--- src/rtl/mod8191_mul_sched_pkg.sv ---
// Shared constants for the mod-8191 multiplier scheduler and its reduction stage.
// Latency: n/a (package only).
// Backpressure: n/a (package only).
package mod8191_mul_sched_pkg;

  localparam int               MOD_W  = 13;
  localparam logic [MOD_W-1:0] MOD_P  = 13'h1FFF;
  localparam int               PROD_W = 26;

  // Legal configurations: 2..4 requesters, tag wide enough to name every requester.
  function automatic bit id_w_ok(input int num_req, input int id_w);
    return (num_req >= 2) && (num_req <= 4) && (id_w >= $clog2(num_req));
  endfunction

endpackage

--- src/rtl/mod8191_mul_sched_reduce.sv ---
// Combinational reduction of a 26-bit product modulo 2^13-1 to canonical range 0..8190.
// Latency: 0 cycles (pure combinational).
// Backpressure: none; output follows input.
// Ports: i_prod - 26-bit unsigned product; o_res - canonical residue.
module mod8191_mul_sched_reduce
  import mod8191_mul_sched_pkg::*;
(
  input  logic [PROD_W-1:0] i_prod,
  output logic [MOD_W-1:0]  o_res
);

  logic [MOD_W:0] w_x;
  logic [MOD_W:0] w_y;

  // 2^13 == 1 (mod 8191), so the high half folds onto the low half.
  // Two folds bring the value to 0..8191; 8191 itself is the non-canonical zero.
  always_comb begin
    w_x   = {1'b0, i_prod[PROD_W-1:MOD_W]} + {1'b0, i_prod[MOD_W-1:0]};
    w_y   = {{MOD_W{1'b0}}, w_x[MOD_W]} + {1'b0, w_x[MOD_W-1:0]};
    o_res = (w_y == {1'b0, MOD_P}) ? '0 : w_y[MOD_W-1:0];
  end

endmodule

--- src/rtl/mod8191_mul_sched.sv ---
// Round-robin scheduler sharing one 2-stage mod-8191 multiplier among NUM_REQ requesters.
// Latency: accept at edge N -> rsp_valid after edge N+1; 1 result per cycle.
// Backpressure: rsp_valid && !rsp_ready stalls the whole pipeline and drops all req_ready.
// Ports: clk/rst (async active-high); req_valid/req_ready/req_a/req_b per requester,
//        13-bit operand slice i at [13i+12:13i]; rsp_valid/rsp_ready/rsp_id/rsp_data
//        tagged result stream; busy = any stage valid.
module mod8191_mul_sched
  import mod8191_mul_sched_pkg::*;
#(
  parameter int NUM_REQ = 2,
  parameter int ID_W    = 2
)
(
  input  logic                     clk,
  input  logic                     rst,
  input  logic [NUM_REQ-1:0]       req_valid,
  output logic [NUM_REQ-1:0]       req_ready,
  input  logic [MOD_W*NUM_REQ-1:0] req_a,
  input  logic [MOD_W*NUM_REQ-1:0] req_b,
  output logic                     rsp_valid,
  input  logic                     rsp_ready,
  output logic [ID_W-1:0]          rsp_id,
  output logic [MOD_W-1:0]         rsp_data,
  output logic                     busy
);

  if (!id_w_ok(NUM_REQ, ID_W)) begin : g_bad_params
    $error("mod8191_mul_sched: illegal NUM_REQ/ID_W combination");
  end

  logic                 r_s1_vld;
  logic [PROD_W-1:0]    r_s1_prod;
  logic [ID_W-1:0]      r_s1_id;
  logic                 r_s2_vld;
  logic [ID_W-1:0]      r_s2_id;
  logic [MOD_W-1:0]     r_s2_dat;
  logic [ID_W-1:0]      r_rr_ptr;

  logic                 w_en;
  logic                 w_any;
  logic [2*NUM_REQ-1:0] w_rot;
  logic [ID_W:0]        w_pos;
  logic [ID_W:0]        w_sum;
  logic [ID_W-1:0]      w_gnt_idx;
  logic [ID_W-1:0]      w_nxt_ptr;
  logic [NUM_REQ-1:0]   w_rdy;
  logic                 w_acc;
  logic [MOD_W-1:0]     w_a;
  logic [MOD_W-1:0]     w_b;
  logic [PROD_W-1:0]    w_prod;
  logic [MOD_W-1:0]     w_red;

  assign w_en  = !(r_s2_vld && !rsp_ready);
  assign w_any = |req_valid;

  // Rotating the doubled valid vector by rr_ptr puts the scan start at bit 0;
  // the lowest set bit is the offset of the winner from rr_ptr. When any valid
  // is set, that bit always lies in the low NUM_REQ positions.
  assign w_rot = {req_valid, req_valid} >> r_rr_ptr;

  always_comb begin
    w_pos = '0;
    for (int j = 2*NUM_REQ-1; j >= 0; j--) begin
      if (w_rot[j]) w_pos = (ID_W+1)'(j);
    end
    w_sum = {1'b0, r_rr_ptr} + w_pos;
    if (w_sum >= (ID_W+1)'(NUM_REQ)) w_sum = w_sum - (ID_W+1)'(NUM_REQ);
    w_gnt_idx = w_sum[ID_W-1:0];
    w_nxt_ptr = (w_gnt_idx == ID_W'(NUM_REQ-1)) ? '0 : w_gnt_idx + 1'b1;
  end

  // Grant gating and operand mux; req_ready is forced low while reset is held.
  always_comb begin
    w_a   = '0;
    w_b   = '0;
    w_rdy = '0;
    for (int i = 0; i < NUM_REQ; i++) begin
      if (w_gnt_idx == ID_W'(i)) begin
        w_a = req_a[i*MOD_W +: MOD_W];
        w_b = req_b[i*MOD_W +: MOD_W];
      end
      w_rdy[i] = !rst && w_en && w_any && (w_gnt_idx == ID_W'(i));
    end
  end

  assign req_ready = w_rdy;
  assign w_acc     = |w_rdy;
  assign w_prod    = {{MOD_W{1'b0}}, w_a} * {{MOD_W{1'b0}}, w_b};

  mod8191_mul_sched_reduce u_reduce (
    .i_prod (r_s1_prod),
    .o_res  (w_red)
  );

  always_ff @(posedge clk or posedge rst) begin
    if (rst) begin
      r_s1_vld  <= 1'b0;
      r_s1_prod <= '0;
      r_s1_id   <= '0;
      r_s2_vld  <= 1'b0;
      r_s2_id   <= '0;
      r_s2_dat  <= '0;
      r_rr_ptr  <= '0;
    end else if (w_en) begin
      // No handshake inserts a bubble; stalls freeze both stages together.
      r_s1_vld <= w_acc;
      if (w_acc) begin
        r_s1_prod <= w_prod;
        r_s1_id   <= w_gnt_idx;
        r_rr_ptr  <= w_nxt_ptr;
      end
      r_s2_vld <= r_s1_vld;
      r_s2_id  <= r_s1_id;
      r_s2_dat <= w_red;
    end
  end

  assign rsp_valid = r_s2_vld;
  assign rsp_id    = r_s2_id;
  assign rsp_data  = r_s2_dat;
  assign busy      = r_s1_vld || r_s2_vld;

endmodule

--- config.mk ---
export PLATFORM = sky130hd
export DESIGN_NAME = mod8191_mul_sched
export DESIGN_NICKNAME = d
export VERILOG_FILES = /design/src/rtl/mod8191_mul_sched_pkg.sv /design/src/rtl/mod8191_mul_sched_reduce.sv /design/src/rtl/mod8191_mul_sched.sv
export SDC_FILE = /design/constraint.sdc
export NUM_CORES = 1
export LEC_CHECK = 0
export BUFFER_PORTS_ARGS = -buffer_cell sky130_fd_sc_hd__buf_2
export CAP_MARGIN = 20
export CORE_UTILIZATION = 30
export CTS_CLUSTER_SIZE = 16
export DETAILED_ROUTE_END_ITERATION = 10
export GPL_ROUTABILITY_DRIVEN = 0
export GPL_TIMING_DRIVEN = 0
export HOLD_SLACK_MARGIN = 0.06
export RECOVER_POWER = 50
export SYNTH_ARGS = -nofsm -noshare
export SYNTH_HDL_FRONTEND = slang
export SYNTH_SLANG_ARGS = --single-unit
--- constraint.sdc ---
create_clock -name clk -period 7.8 [get_ports clk]
set_input_delay 0.78 -clock clk [delete_from_list [all_inputs] [get_ports clk]]
set_output_delay 0.78 -clock clk [all_outputs]
set_load 0.02 [all_outputs]
# Word-level counts from Yosys, hierarchy flattened
# Index checks and enable logic that the tools add are counted.
word_totals:
  reg_bits: 47
op_classes:
  addsub: 5
  n_mul: 1
  n_lt_le_gt_ge: 1
  n_eq_ne: 2
  shifts: 1
  mux: 11
  bitwise_logic: 1
  n_reduce_logical: 13
op_table:
  columns: ["operator", "n"]
  rows:
  - ["13-bit two-way mux", 5]
  - ["13-bit by 13-bit multiplier with 26-bit output", 1]
  - ["1-bit by 13-bit adder with 14-bit output", 1]
  - ["13-bit by 13-bit adder with 14-bit output", 1]
  - ["14-bit by 13-bit equality test with 1-bit output (second input constant)", 1]
  - ["3-bit two-way mux", 3]
  - ["2-bit two-way mux", 3]
  - ["1-bit logical AND", 5]
  - ["2-bit OR reduction", 2]
  - ["4-bit by 2-bit >> shifter with 4-bit output", 1]
  - ["2-bit by 3-bit adder with 3-bit output", 1]
  - ["3-bit by 2-bit >= comparator with 1-bit output (second input constant)", 1]
  - ["1-bit logical NOT", 3]
  - ["2-bit by 1-bit adder with 2-bit output (second input constant)", 1]
  - ["2-bit by 1-bit equality test with 1-bit output (second input constant)", 1]
  - ["2-bit logical NOT", 1]
  - ["2-bit AND reduction", 1]
  - ["2-bit subtractor (second input constant)", 1]
  - ["1-bit logical OR", 1]
  - ["1-bit inverter", 1]

# Logic depth before layout (Yosys ltp)
logic_depth:
  word_depth: 12
  mapped_depth: 32

# Hierarchy
# From an unflattened synthesis, not the netlist that was laid out.
hier_totals:
  hier_cells: 1010
  area_unflattened_um2: 8748.4
modules_own_cells:
  columns: ["module", "instances", "cells_each", "area_each_um2"]
  rows:
  - ["mod8191_mul_sched", 1, 872, 7694.9]
  - ["mod8191_mul_sched_reduce", 1, 138, 1053.5]

# Worst setup path before layout
# OpenSTA, ideal clock, no wires.
synth_path:
  kind: "in2reg"
  start: "input req_valid[0]"
  end: "register r_s1_prod[25]"
  arrival_ns: 7.735
  setup_slack_ns: -0.064
  path_stages: 30
  path_cell_list: "nand2_1 o31ai_1 ha_1 fa_1 nand2b_1 and2_1 clkbuf_1 clkbuf_1 a22oi_1 clkbuf_1 nor2_1 fa_1 inv_1 fa_1 inv_1 fa_1 fa_1 inv_1 fa_1 inv_1 ha_1 a21o_1 a21o_1 a31oi_1 a21oi_1 a221o_1 a2111o_1 a31oi_1 xnor2_1 o21ai_1"
synth_between:
  elab_chain_len: 12
  elab_cells_between_ends: 22
  classes_between: "2 x add/sub; 1 x mul; 1 x order compare; 1 x eq/ne; 1 x shift; 9 x mux; 7 x reduce/logical"
synth_lines:
  columns: ["element", "line_no", "rtl"]
  rows:
  - ["from (decl)", "mod8191_mul_sched.sv:16", "input logic [NUM_REQ-1:0] req_valid,"]
  - ["4-bit by 2-bit >> shifter with 4-bit output", "mod8191_mul_sched.sv:59", "assign w_rot = {req_valid, req_valid} >> r_rr_ptr;"]
  - ["2-bit two-way mux", "mod8191_mul_sched.sv:64", "if (w_rot[j]) w_pos = (ID_W+1)'(j);"]
  - ["3-bit two-way mux (3 in a row)", "mod8191_mul_sched.sv:64", null]
  - ["2-bit by 3-bit adder with 3-bit output", "mod8191_mul_sched.sv:66", "w_sum = {1'b0, r_rr_ptr} + w_pos;"]
  - ["3-bit by 2-bit >= comparator with 1-bit output / 2-bit subtractor (equally long branches)", "mod8191_mul_sched.sv:67", "if (w_sum >= (ID_W+1)'(NUM_REQ)) w_sum = w_sum - (ID_W+1)'(NUM_REQ);"]
  - ["2-bit two-way mux", "mod8191_mul_sched.sv:67", null]
  - ["2-bit logical NOT / 2-bit by 1-bit equality test with 1-bit output (equally long branches)", "mod8191_mul_sched.sv:78, mod8191_mul_sched.sv:82", null]
  - ["13-bit two-way mux / 1-bit logical AND (equally long branches)", "mod8191_mul_sched.sv:78, mod8191_mul_sched.sv:82", null]
  - ["13-bit two-way mux / 2-bit OR reduction (equally long branches)", "mod8191_mul_sched.sv:78, mod8191_mul_sched.sv:87", null]
  - ["13-bit by 13-bit multiplier with 26-bit output / 2-bit AND reduction (equally long branches)", null, null]
  - ["to (signal assigned)", "mod8191_mul_sched.sv:108", "r_s1_prod <= w_prod;"]
  - ["to (decl)", "mod8191_mul_sched.sv:32", "logic [PROD_W-1:0] r_s1_prod;"]
# Parallel ways exist; a longest one is shown, timed or not.
# A chain may end at the register's enable or synchronous reset.

# Final worst setup path
# Same ends and word-level chain as after synthesis.

==> flow_summary_export.csv <==
group,metric,value,unit
drt,vias,7115,
clocking,cts_tree,"done",
setup_path,max_stage_delay,530,ps
outcome,status,"finished, violations left",
global_routing,grt_pass1_wl,36000,µm
logic_synthesis,synth_area,8570,µm²
die,rows,61,
clocking,cts_buffer_depth,2,
setup_path,path_class,"input pin to flop",
final_layout,area_delta_synth_final,17.5,%
outcome,violations,"max-capacitance violations, max-slew violations",
sta,slew_violations,35,
flow_run,maxCapViolCount,1,
sta,finalHoldViolations,0,
drt,wire_per_inst,15.3,µm
final_layout,fin_nets,1372,
logic_synthesis,synth_top_cell_by_area,"fa_1",
logic_synthesis,synth-edff-count,0,
drt,first_pass_iters,5,
die,coreArea,27900,µm²
sta,fin_crit_sh,0.966,
clocking,path_clk_slew,70,ps
sta,clock_skew,8.13,ps
logic_synthesis,syn_nets,1267,
sta,setup_violations,0,
final_layout,drive_above_1_share,0.182,
sta,setup_tns,0,ps
global_routing,grt_max_degree,35,
drt,drt_iter0_drc,328,
logic_synthesis,syn_area_per_cell,8.57,µm²
drt,wirelength,22800,µm
clocking,cts-root-buf,"clkbuf_16",
final_layout,post-route-util,0.360,
die,ios,76,
sta,period_needed,7540,ps
setup_path,critPathSlowestCell,"fa_1",
global_routing,antenna_found_initial,0,
logic_synthesis,yosysUniqueCellTypes,60,
logic_synthesis,ys_seq_area_frac,0.137,
final_layout,num-fill-cells,2942,
global_routing,grtUsageTotal,0.158,
sta,worst_pin_slew,1800,ps
setup_path,required,7970,ps
logic_synthesis,synthTopCellsByArea,"fa_1 29%, dfrtp_1 14%, ha_1 13%",
final_layout,final_area,10100,µm²
setup_path,end_kind,"flop",
clocking,clock-sinks,47,
sta,fmax,0.133,GHz
placed_design,dp_hpwl,19200,µm
sta,slew-limit-headroom,-0.197,
placed_design,place_area,9450,µm²
min_path,min_path_type,"flop to flop",
clocking,htreeDepth,2,
global_routing,first_global_vias,7052,
die,initial_core_util,0.307,
drt,viasPerCell,4.79,
logic_synthesis,async_flop_share,1.00,
die,die_height,171,µm
setup_path,worstSetupStartpointType,"input pin",
logic_synthesis,yosys.area.top_type_share,0.287,
logic_synthesis,synth_cells,1000,
setup_path,cp_common_cell,"fa_1",
logic_synthesis,synthFlopType,"dfrtp_1",
global_routing,grt.overflow.total,0,
drt,postRouteAntennaNets,0,
setup_path,critPathArrivalTime,7710,ps
logic_synthesis,yosys_register_bits,47,
clocking,clk_latency,290,ps
clocking,numCtsBuffers,5,
setup_path,critPathMaxFanout,10,
placed_design,port_buffers,75,
die,fp.dieW,171,µm
drt,drc,0,
final_layout,diodes,0,
die,die_area,29200,µm²
logic_synthesis,yosys_warnings,0,
-- metrics by stage --
step,setup slack (ps),hold WS (ps),std cells
4_1_cts,15.0,456,1477
5_1_grt,-4.70,508,1484
6_report,264,462,1484
3_5_place_dp,-1340,451,1454
2_1_floorplan,6.06,438,1000
3_3_place_gp,-1320,446,1453
-- per-layer routing --
layer | GRT usage | vias up | part of all wire
met5 | 0 | - | 0
met4 | 0.0497 | 0 | 0.025
met3 | 0.0173 | 29 | 0.047
met2 | 0.266 | 180 | 0.48
met1 | 0.211 | 3480 | 0.45
li1 | - | 3426 | -
-- Yosys cell counts, types with 3 or more instances --
cell type / number
inv_1: 185
nand2_1: 129
fa_1: 123
nor2_1: 117
ha_1: 87
dfrtp_1: 47
o21ai_0: 31
a21oi_1: 29
clkbuf_1: 28
a22oi_1: 25
a22o_1: 23
xnor2_1: 23
and2_1: 12
xor2_1: 12
nor3_1: 11
a21o_1: 10
nand2b_1: 9
a211oi_1: 8
a211oi_2: 8
mux2_2: 7
nand3_1: 7
or2_2: 6
and3_1: 4
nor2b_1: 4
a21oi_2: 3
o211ai_1: 3
o21ai_1: 3
o21bai_1: 3
o31ai_1: 3
-- flip-flops by register name, indices dropped and copies added, names as in the netlist --
register   flops
r_rr_ptr       2
r_s1_prod     26
r_s1_vld       1
r_s1_id        2
rsp_data      13
rsp_valid      1
rsp_id         2
-- cell usage in the layout (no fill, tap or decap), types with 12 or more instances in the layout --
cell type,n
a22o_2,13
buf_4,29
o21ai_0,30
dfrtp_1,47
nor2_1,116
a22oi_2,21
a21oi_1,27
nand2_1,129
fa_1,123
xor2_1,12
clkbuf_1,19
ha_1,83
xnor2_1,23
buf_2,69
inv_1,184
-- logic make-up after synthesis --
| group | synth area share |
|---|---|
| simple gates | 0.152 |
| buf+inv | 0.0955 |
| fa+ha+maj | 0.414 |
| compound gates | 0.153 |
| flops | 0.137 |
| xor+xnor | 0.0358 |
| mux | 0.0115 |
| other cells | 0.000438 |
-- area by class of cell --
type                            instances  area, µm²  area share
Sequential cell                        47       1180       0.117
Clock buffer                            5        125      0.0124
Multi-Input combinational cell        737       6800       0.675
Clock inverter                          3       23.8     0.00236
Buffer                                 26        205      0.0204
Timing Repair Buffer                  103        576      0.0572
Inverter                              185        694      0.0690
Tap cell                              378        473      0.0470
-- worst max-delay path, delay by kind of cell --
family          cells  cell delay [ps]
fa+ha+maj           8             3390
buf+inv             7              670
xor+xnor            1              170
simple gates        4              510
compound gates     10             2170
-- timing repair --
action | CTS | global route
resized for setup | 65 | 25
hold buffers | 0 | 0
pin swaps | 12 | 17
setup buffers | 20 | 7
endpoints found under the setup margin | 12 | 5
-- final timing paths --
kind / startpoint / to / slack [ps] / cells past startpoint
worst min register to register: rsp_id[0] / rsp_id[0] / 460 / 2
min in group asynchronous: rst / rsp_id[0] / 540 / 2
max in group asynchronous: rst / r_s1_prod[7] / 5190 / 3
worst min-delay path: rsp_id[0] / rsp_id[0] / 460 / 2
worst max-delay path: req_valid[0] / r_s1_prod[25] / 260 / 30
worst max register to register: r_rr_ptr[0] / r_s1_prod[25] / 430 / 27
Power is left out: the tool's default activity adds up to more than one toggle a clock period on the data nets, which glitch-free logic cannot reach.
